<file path="src/rtl/grid_pkg.sv">
// rtl/grid_pkg.sv - shared types, constants and helpers for the grid scan display.
package grid_pkg;

  localparam int GRID_SIZE = 4;

  typedef logic [GRID_SIZE-1:0][GRID_SIZE-1:0] grid_t;

  typedef enum logic [1:0] {
    S_LOAD  = 2'd0,
    S_SCAN  = 2'd1,
    S_BLANK = 2'd2
  } scan_state_e;

  function automatic int cnt_w(input int n);
    return $clog2(n + 1);
  endfunction

endpackage

</file>
<file path="src/rtl/grid_popcount.sv">
// rtl/grid_popcount.sv - combinational live-cell count of an NxN grid (per-row sums, then total).
module grid_popcount #(
  parameter int N  = grid_pkg::GRID_SIZE,
  parameter int CW = grid_pkg::cnt_w(N * N)
) (
  input  logic [N-1:0][N-1:0] grid,
  output logic [CW-1:0]       count
);

  localparam int RCW = grid_pkg::cnt_w(N);

  logic [N-1:0][RCW-1:0] row_cnt;

  always_comb begin
    row_cnt = '0;
    count   = '0;
    for (int r = 0; r < N; r++) begin
      for (int c = 0; c < N; c++) begin
        row_cnt[r] = row_cnt[r] + RCW'(grid[r][c]);
      end
      count = count + CW'(row_cnt[r]);
    end
  end

endmodule

</file>
<file path="src/rtl/grid_scan_display.sv">
// rtl/grid_scan_display.sv - tear-free frame sampler and row-multiplexed LED matrix driver.
// Define GRID_SCAN_BLANK_EN to insert BLANK_CYCLES dark cycles after every row.
module grid_scan_display #(
  parameter int GRID_SIZE    = grid_pkg::GRID_SIZE,
  parameter int DWELL        = 1024,
  parameter int BLANK_CYCLES = 16
) (
  input  logic                                       clk,
  input  logic                                       reset,
  input  logic [GRID_SIZE-1:0][GRID_SIZE-1:0]        cellStatus,
  input  logic                                       hold,
  output logic [GRID_SIZE-1:0]                       row_sel,
  output logic [GRID_SIZE-1:0]                       col_data,
  output logic                                       frame_start,
  output logic [$clog2(GRID_SIZE*GRID_SIZE+1)-1:0]   live_count
);
  import grid_pkg::*;

  localparam int RW  = $clog2(GRID_SIZE);
  localparam int PW  = cnt_w(DWELL);
  localparam int LCW = cnt_w(GRID_SIZE * GRID_SIZE);

  if (DWELL < 1 || GRID_SIZE < 2 || BLANK_CYCLES < 1) begin : g_bad_cfg
    $error("grid_scan_display: invalid DWELL, GRID_SIZE or BLANK_CYCLES");
  end

  scan_state_e                         state_q, state_d;
  logic [RW-1:0]                       row_q, row_d;
  logic [PW-1:0]                       presc_q, presc_d;
  logic [GRID_SIZE-1:0][GRID_SIZE-1:0] buf_q, buf_d;
  logic [LCW-1:0]                      live_q, live_d;
  logic [GRID_SIZE-1:0]                row_sel_q, row_sel_d;
  logic [GRID_SIZE-1:0]                col_data_q, col_data_d;
  logic                                frame_start_q, frame_start_d;
  logic [LCW-1:0]                      pop_count;
  logic                                row_done;
`ifdef GRID_SCAN_BLANK_EN
  localparam int BW = cnt_w(BLANK_CYCLES);
  logic [BW-1:0]                       blank_q, blank_d;
`endif

  grid_popcount #(.N(GRID_SIZE), .CW(LCW)) u_popcount (
    .grid  (cellStatus),
    .count (pop_count)
  );

  always_comb begin
    state_d       = state_q;
    row_d         = row_q;
    presc_d       = presc_q;
    buf_d         = buf_q;
    live_d        = live_q;
    row_sel_d     = '0;
    col_data_d    = '0;
    frame_start_d = 1'b0;
    row_done      = 1'b0;
`ifdef GRID_SCAN_BLANK_EN
    blank_d       = blank_q;
`endif
    case (state_q)
      S_LOAD: begin
        if (!hold) begin
          buf_d  = cellStatus;
          live_d = pop_count;
        end
        state_d       = S_SCAN;
        row_d         = '0;
        presc_d       = '0;
        row_sel_d     = GRID_SIZE'(1);
        col_data_d    = buf_d[0];
        frame_start_d = 1'b1;
      end
      S_SCAN: begin
        row_sel_d  = row_sel_q;
        col_data_d = col_data_q;
        presc_d    = presc_q + PW'(1);
        if (presc_q == PW'(DWELL - 1)) begin
          presc_d = '0;
`ifdef GRID_SCAN_BLANK_EN
          state_d    = S_BLANK;
          blank_d    = '0;
          row_sel_d  = '0;
          col_data_d = '0;
`else
          row_done   = 1'b1;
`endif
        end
      end
`ifdef GRID_SCAN_BLANK_EN
      S_BLANK: begin
        blank_d = blank_q + BW'(1);
        if (blank_q == BW'(BLANK_CYCLES - 1)) begin
          blank_d  = '0;
          row_done = 1'b1;
        end
      end
`endif
      default: state_d = S_LOAD;
    endcase

    // The only way back to row 0 is through S_LOAD, which resamples the frame.
    if (row_done) begin
      if (row_q == RW'(GRID_SIZE - 1)) begin
        state_d    = S_LOAD;
        row_sel_d  = '0;
        col_data_d = '0;
      end else begin
        state_d    = S_SCAN;
        row_d      = row_q + RW'(1);
        row_sel_d  = GRID_SIZE'(1) << row_d;
        col_data_d = buf_q[row_d];
      end
    end
  end

  always_ff @(posedge clk) begin
    if (reset) begin
      state_q       <= S_LOAD;
      row_q         <= '0;
      presc_q       <= '0;
      buf_q         <= '0;
      live_q        <= '0;
      row_sel_q     <= '0;
      col_data_q    <= '0;
      frame_start_q <= 1'b0;
`ifdef GRID_SCAN_BLANK_EN
      blank_q       <= '0;
`endif
    end else begin
      state_q       <= state_d;
      row_q         <= row_d;
      presc_q       <= presc_d;
      buf_q         <= buf_d;
      live_q        <= live_d;
      row_sel_q     <= row_sel_d;
      col_data_q    <= col_data_d;
      frame_start_q <= frame_start_d;
`ifdef GRID_SCAN_BLANK_EN
      blank_q       <= blank_d;
`endif
    end
  end

  assign row_sel     = row_sel_q;
  assign col_data    = col_data_q;
  assign frame_start = frame_start_q;
  assign live_count  = live_q;

endmodule

</file>
<file path="config.mk">
export PLATFORM = sky130hd
export DESIGN_NAME = grid_scan_display
export DESIGN_NICKNAME = d
export VERILOG_FILES = /design/src/rtl/grid_pkg.sv /design/src/rtl/grid_popcount.sv /design/src/rtl/grid_scan_display.sv
export SDC_FILE = /design/constraint.sdc
export NUM_CORES = 1
export LEC_CHECK = 0
export CAP_MARGIN = 0
export CORE_MARGIN = 4
export CORE_UTILIZATION = 45
export DETAILED_ROUTE_END_ITERATION = 7
export MAX_ROUTING_LAYER = met4
export PLACE_DENSITY = 0.68
export SYNTH_ARGS = -nofsm -noshare
export SYNTH_HDL_FRONTEND = slang
export SYNTH_SLANG_ARGS = --single-unit
</file>
<file path="constraint.sdc">
create_clock -name clk -period 11 [get_ports clk]
set_clock_uncertainty 0.1 [all_clocks]
set_input_delay 2.2 -clock clk [delete_from_list [all_inputs] [get_ports clk]]
set_output_delay 2.2 -clock clk [all_outputs]
set_load 0.005 [all_outputs]
</file>
==> results by group, run 1 <==
Clock network
  • # hold bufs at CTS: 0
  • CTS tree: yes
  • Clock latency on the worst-skew pair: ~0.29 ns
  • Master cell of the clock root buffer: sky130_fd_sc_hd__clkbuf_8
  • Buffers inserted by post-CTS timing repair: 0
  • Clock slew at reported path FFs: 0.09 ns
  • Clock buffer count from CTS: 5
  • Number of clock sinks seen by CTS: 44
  • Total of cells resized after clock tree synthesis: 0
  • Clk buf depth: 2
  • Htree depth: 2

Final layout
  • Diode insertion count for antenna repair: 0
  • Area Overhead vs Synth: 20.7%
  • Fraction of layout cells with a size suffix above 1: 6.12%
  • Layout net count: about 320
  • Final Util: 56.9%

STA
  • Final Max Tran Viols: 0
  • Final count of negative-setup-slack endpoints: 0
  • Worst hold slack across all endpoints: 0.350 ns
  • Endpoints failing hold: 0
  • Time the worst path needs with I/O delays and setup: between 6 and 7 ns
  • Final Cycle Share: a little under 60%
  • Max_slew headroom: a little over a third
  • Transition time of the tightest slew-check pin: between 0.9 and 1 ns
  • Setup repair after global routing missed its margin: false
  • Achievable frequency: 0.155 GHz
  • Setup Total Neg Slack: 0 ns
  • Worst setup slack after layout: approximately 4.5 ns

Worst hold path
  • Hold crit path type: flop to flop

Synth
  • Asr flop ratio synth: 0%
  • EDFF count, synth: 0
  • Leading register cell type out of synthesis: sky130_fd_sc_hd__dfxtp_1
  • Nets in the synthesized netlist: about 290
  • Synth top area cells: sky130_fd_sc_hd__dfxtp_1, sky130_fd_sc_hd__fa_1, sky130_fd_sc_hd__ha_1, sky130_fd_sc_hd__nand2_1, sky130_fd_sc_hd__inv_1
  • Mean post-synth cell area: 9.03 um^2
  • Synthesized flop and latch total: 44
  • Mapped cell area: 2260 um^2
  • Portion of the post-synthesis area used by sequential elements: 39.0%
  • Library cells used by synthesis: 37
  • Area share of the leading cell type in the synthesized netlist: between 30 and 40%
  • Count of synthesis-stage warnings from yosys: 0
  • Cell accounting for the most synthesized area: sky130_fd_sc_hd__dfxtp_1
  • Synth Instances: 250

Global route
  • Pin count of the biggest net entering global routing: 28
  • Overflow left after global routing: 0
  • Number of global-route vias before repair: ~1700
  • Antenna violations before repair: 0
  • Overall routing resource usage: between 10% and 20%
  • Global-route wire length before repair: roughly 7.6 mm

Route
  • Residual antenna-violating net count after detailed routing: 0
  • Total routed wirelength: 4.35 mm
  • DRC violations left: 0
  • DRT Pass-1 Iters: 4
  • Number of vias per cell after detailed routing: between 4 and 5
  • 1st-iter DRT viols: just over 80
  • Drt wl/cell: between 10 and 15 um
  • Via count: between 1500 and 2000

Floorplanning
  • Starting utilization of the core area: 47.2%
  • Y dimension of the die: between 70 and 80 um
  • Core region area: 4790 um^2
  • Top-level I/O count: 33
  • Width of the chip: a little under 80 um
  • Floorplan die area: just over 6000 um^2
  • Number of cell rows: 25

Setup path
  • Cell family contributing the most delay on the critical path: adder cells
  • Required time worst endpoint: roughly 11 ns
  • CP dominant cell by count: sky130_fd_sc_hd__fa_1
  • Max incr delay on CP: around 0.5 ns
  • Setup crit start kind: input pin
  • Number of buffers and inverters on the critical path: 3
  • CP Capture Type: flop
  • Slowest-stage cell, CP: sky130_fd_sc_hd__fa_1
  • Signal arrival time at the worst endpoint: ~6.5 ns
  • Crit Path Max Fanout: 3
  • Cell-by-cell trace of the critical path: clkdlybuf4s50_1 > ha_1 > inv_1 > fa_1 > fa_1 > fa_1 > fa_1 > fa_1 > fa_1 > inv_1 > fa_1 > a21o_1 > a211oi_1 > nor3_1
  • Critical Setup Path Class: input pin to flop

Outcome
  • Outcome: finished, final reports clean

Power
  • Largest voltage drop on the vdd net: between 80 and 90 uV
  • Ratio of total power to cell area: around 150 nW/um^2
  • Leakage Power: approximately 1.1 nW

Placement
  • Hpwl dp: around 3.3 mm
  • Pre-CTS setup slack: 4.23 ns
  • IO buf count: 32
  • Last weighted congestion value of the routability-driven placer: between 0.8 and 0.9

Flow run
  • Number of max-cap violations: 0
-- flip-flops by register name, indices dropped and copies added (netlist names) --
signal       count
state_q          1
live_count       5
presc_q         11
row_sel          4
frame_start      1
row_q            2
buf_q           16
col_data         4
-- metal layers --
layer	track usage (%)	vias to the layer above	routed length (um)
li1	-	877	-
met1	20.3	805	2090
met2	25.2	24	2090
met3	3.06	4	121
met4	4.47	0	42
met5	-	-	0
-- cell usage after synthesis (2+ instances only) --
cell	n
sky130_fd_sc_hd__nor2_1	18
sky130_fd_sc_hd__o21ai_0	4
sky130_fd_sc_hd__mux2_2	2
sky130_fd_sc_hd__and4_1	2
sky130_fd_sc_hd__a21oi_1	18
sky130_fd_sc_hd__mux2i_1	3
sky130_fd_sc_hd__clkbuf_1	6
sky130_fd_sc_hd__and3_1	2
sky130_fd_sc_hd__xnor2_1	4
sky130_fd_sc_hd__o21a_1	2
sky130_fd_sc_hd__nand2_1	45
sky130_fd_sc_hd__buf_2	4
sky130_fd_sc_hd__nand3b_1	2
sky130_fd_sc_hd__mux4_2	4
sky130_fd_sc_hd__buf_4	3
sky130_fd_sc_hd__a211oi_1	3
sky130_fd_sc_hd__dfxtp_1	44
sky130_fd_sc_hd__a32oi_1	4
sky130_fd_sc_hd__xor2_1	6
sky130_fd_sc_hd__nor3_1	2
sky130_fd_sc_hd__inv_1	25
sky130_fd_sc_hd__fa_1	9
sky130_fd_sc_hd__nor2b_1	4
sky130_fd_sc_hd__ha_1	14
sky130_fd_sc_hd__nand3_1	7
sky130_fd_sc_hd__nand4_1	2
-- per-stage QoR --
stage          area, um^2  cells  total power [mW]
3_3_place_gp         2600    337             0.289
4_1_cts              2730    345             0.423
2_1_floorplan        2260    250             0.256
3_5_place_dp         2600    337             0.291
6_report             2730    345             0.418
5_1_grt              2730    345             0.446
-- worst register-to-register path, stage by stage, from the launching register on --
cell and delay (ns):
sky130_fd_sc_hd__dfxtp_1 0.59, sky130_fd_sc_hd__inv_1 0.12, sky130_fd_sc_hd__ha_1 0.47, sky130_fd_sc_hd__mux4_2 0.55, sky130_fd_sc_hd__nand3_1 0.10, sky130_fd_sc_hd__nand2_1 0.05
-- cells in the final DEF (no fill, tap or decap), types with 4 or more instances in the layout --
cell type,Yosys,final
sky130_fd_sc_hd__nand3_1,7,7
sky130_fd_sc_hd__nand2_1,45,45
sky130_fd_sc_hd__xor2_1,6,6
sky130_fd_sc_hd__inv_1,25,25
sky130_fd_sc_hd__a21oi_1,18,18
sky130_fd_sc_hd__o21ai_0,4,4
sky130_fd_sc_hd__fa_1,9,9
sky130_fd_sc_hd__clkbuf_8,0,6
sky130_fd_sc_hd__a32oi_1,4,4
sky130_fd_sc_hd__xnor2_1,4,4
sky130_fd_sc_hd__nor2_1,18,18
sky130_fd_sc_hd__dfxtp_1,44,44
sky130_fd_sc_hd__clkdlybuf4s50_1,0,32
sky130_fd_sc_hd__ha_1,14,14
sky130_fd_sc_hd__nor2b_1,4,4
sky130_fd_sc_hd__mux4_2,4,4
-- cell type report --
class,count,area [um^2]
clock buffer,6,82.6
fill,468,2060
clock inverter,2,38.8
tap,67,83.8
timing repair buffer,33,328
sequential,44,881
inverter,25,93.8
multi-input combinational,168,1220
-- report_power, final --
part | internal [mW] | switching (mW) | leakage (nW)
sequential | 0.168 | 0.00474 | 0.359
clock | 0.0743 | 0.0562 | 0.0614
combinational | 0.0597 | 0.0548 | 0.684
total | 0.302 | 0.116 | 1.10
-- kinds of logic after synthesis --
kind of cell	share of synthesized area (%)
AOI/OAI and AO/OA	10.5
and+or+nand+nor	17.5
buffers and inverters	7.04
adders and majority gates	15.7
xor gates and xnor gates	3.88
DFF	39.0
muxes	6.32
-- worst paths after layout --
| check | endpoint | slack [ns] | depth (start not counted) | start |
|---|---|---|---|---|
| worst max-delay path | live_count[4] | 4.55 | 14 | cellStatus[1] |
| worst min-delay path | presc_q[10] | 0.35 | 2 | presc_q[10] |
| worst max register to register | col_data[0] | 8.92 | 5 | row_q[0] |
| worst min register to register | presc_q[10] | 0.35 | 2 | presc_q[10] |
Note: power is estimated with default switching activity, not from simulation.
==> inputs of run 2 (changes only) <==
- clock period: 11 -> 6.3 ns (I/O delays scaled with it)
==> run 2 against run 1 <==
  * Largest power group unchanged
  * Sequential cell count unchanged
  * Critical path depth unchanged
  * Die area unchanged
  * Clock power increased by 40%
  * Combinational power increased by 75%
  * Via count increased by 0.47%
  * First-iteration DRC count increased by 14%
  * Sequential share of layout area increased by 0.33 points
  * Wire length increased by 0.28%
  * Core utilization decreased by 0.58 points
  * Register-to-register slack got worse by 4.7 ns
  * Final area decreased by 1.0%
==> results by group, run 2 (same netlist as run 1, synthesis figures left out) <==
Global route
  • Overflow left after global routing: 0
  • Number of global-route vias before repair: between 1500 and 2000
  • Pin count of the biggest net entering global routing: 28
  • Overall routing resource usage: between 10% and 20%
  • Global-route wire length before repair: around 7.4 mm
  • Antenna violations before repair: 0

STA
  • Final Max Tran Viols: 0
  • Max_slew headroom: between 30% and 40%
  • Setup Total Neg Slack: 0 ns
  • Time the worst path needs with I/O delays and setup: between 5 and 6 ns
  • Endpoints failing hold: 0
  • Achievable frequency: ~0.18 GHz
  • Final count of negative-setup-slack endpoints: 0
  • Worst setup slack after layout: 0.785 ns
  • Transition time of the tightest slew-check pin: 0.957 ns
  • Final Cycle Share: slightly below 90%
  • Setup repair after global routing missed its margin: false

Power
  • Leakage Power: ~1.1 nW
  • Largest voltage drop on the vdd net: 156 uV
  • Ratio of total power to cell area: ~250 nW/um^2

Final layout
  • Area Overhead vs Synth: 19.5%
  • Final cell area excluding filler cells: approximately 2700 um^2
  • Fraction of layout cells with a size suffix above 1: roughly 5.8%
  • Flip-flop count of the largest register after layout: 16
  • Most common cell after layout, fill and taps aside: sky130_fd_sc_hd__nand2_1
  • Diode insertion count for antenna repair: 0
  • Register with the highest flop count: buf_q
  • Layout net count: 319
  • Highest-count cells in the layout ignoring fill and taps: sky130_fd_sc_hd__nand2_1, sky130_fd_sc_hd__dfxtp_1, sky130_fd_sc_hd__clkdlybuf4s50_1, sky130_fd_sc_hd__inv_1
  • Final non-filler cell total: between 300 and 400

Route
  • Total routed wirelength: 4.36 mm
  • Residual antenna-violating net count after detailed routing: 0
  • 1st-iter DRT viols: between 90 and 100
  • Via count: ~1700
  • Drt wl/cell: 12.6 um
  • DRT Pass-1 Iters: 4
  • Number of vias per cell after detailed routing: roughly 5
  • DRC violations left: 0

Placement
  • Pre-CTS setup slack: between 0.4 and 0.5 ns
  • Hpwl dp: 3.28 mm
  • Last weighted congestion value of the routability-driven placer: roughly 0.8
  • Number of placed instances with taps included: ~340
  • IO buf count: 32
  • Cell area reported after detailed placement: 2600 um^2

Setup path
  • Crit Path Max Fanout: 3
  • Critical Setup Path Class: input pin to flop
  • Critical R2R Launch: row_q[0]
  • CP Capture Type: flop
  • Setup crit start kind: input pin
  • Signal arrival time at the worst endpoint: about 5.6 ns
  • CP startpoint: cellStatus[0]
  • Required time worst endpoint: between 6 and 7 ns

Clock network
  • # hold bufs at CTS: 0
  • Clock slew at reported path FFs: roughly 0.08 ns
  • Master cell of the clock root buffer: sky130_fd_sc_hd__clkbuf_8
  • CTS tree: yes
  • Clock buffer count from CTS: 5
  • Buffers inserted by post-CTS timing repair: 0
  • Clock latency on the worst-skew pair: 0.29 ns
  • Number of clock sinks seen by CTS: 44
  • Clk buf depth: 2
  • Htree depth: 2
  • Total of cells resized after clock tree synthesis: 0

Floorplanning
  • Width of the chip: just under 80 um
  • Floorplan die area: 6210 um^2
  • Number of cell rows: 25
  • Starting utilization of the core area: between 40% and 50%
  • Core region area: ~4800 um^2
  • Y dimension of the die: approximately 79 um
  • Top-level I/O count: 33

Flow run
  • Number of max-cap violations: 0

Outcome
  • Outcome: finished, final reports clean

Worst hold path
  • Startpoint of the tightest hold check path: presc_q[10]
  • Hold crit path type: flop to flop
## run 2: cell types whose count changed in the layout (fill, tap and decap cells not counted)
cell / delta
sky130_fd_sc_hd__bufinv_16: -1
sky130_fd_sc_hd__clkbuf_1: +1
sky130_fd_sc_hd__clkinvlp_4: +1
sky130_fd_sc_hd__clkinv_4: -1
## run 2: area by class of cell
| class | instances | area [um^2] |
|---|---|---|
| timing repair buffer | 33 | 328 |
| clock buffer | 7 | 86.3 |
| fill | 464 | 2090 |
| multi-input combinational | 168 | 1220 |
| tap | 67 | 83.8 |
| clock inverter | 1 | 7.51 |
| inverter | 25 | 93.8 |
| sequential | 44 | 881 |
## run 2: worst max-delay path, cell delays in order
cell and delay, ns:
sky130_fd_sc_hd__clkdlybuf4s50_1 0.45, sky130_fd_sc_hd__ha_1 0.29, sky130_fd_sc_hd__inv_1 0.04, sky130_fd_sc_hd__fa_1 0.50
sky130_fd_sc_hd__fa_1 0.44, sky130_fd_sc_hd__fa_1 0.51, sky130_fd_sc_hd__fa_1 0.43, sky130_fd_sc_hd__fa_1 0.51
sky130_fd_sc_hd__fa_1 0.19, sky130_fd_sc_hd__inv_1 0.06, sky130_fd_sc_hd__fa_1 0.39, sky130_fd_sc_hd__a21o_1 0.19
sky130_fd_sc_hd__a211oi_1 0.22, sky130_fd_sc_hd__nor3_1 0.07
## run 2: routing by layer
metal	track usage [%]	vias up	part of all wire [%]	routed length [um]
met3	3.17	5	4.1	180
met2	24.9	32	48	2090
met4	5.67	0	1.2	53
met1	19.3	797	47	2040
li1	-	884	-	-
met5	-	-	0	0
## run 2: report_power, final
group	switching (mW)	internal, mW	leakage [nW]	total (mW)
logic	0.0951	0.104	0.684	0.199
registers	0.00793	0.293	0.359	0.301
clock network	0.0935	0.0891	0.0445	0.183
## run 2: final timing paths
path / endpoint / cells after the start / slack (ns)
max: live_count[4] / 14 / 0.79
min: presc_q[10] / 2 / 0.34
max reg2reg: col_data[0] / 5 / 4.21
min reg2reg: presc_q[10] / 2 / 0.34
## run 2: metrics by stage
stage               hold slack, ns  util [%]  power, mW
floorplan                    0.316         -      0.446
global placement             0.323      54.4      0.505
detailed placement           0.334      54.4      0.508
CTS                          0.346      56.4      0.693
global route                 0.355      56.4      0.732
finish                       0.344      56.4      0.683
==> inputs of run 3 (changes only) <==
- ABC_CLOCK_PERIOD_IN_PS: not set -> 6300
- CAP_MARGIN: 0 -> 20
==> results of run 3 <==
No change in the layout: final DEF, timing and power equal those of run 2.
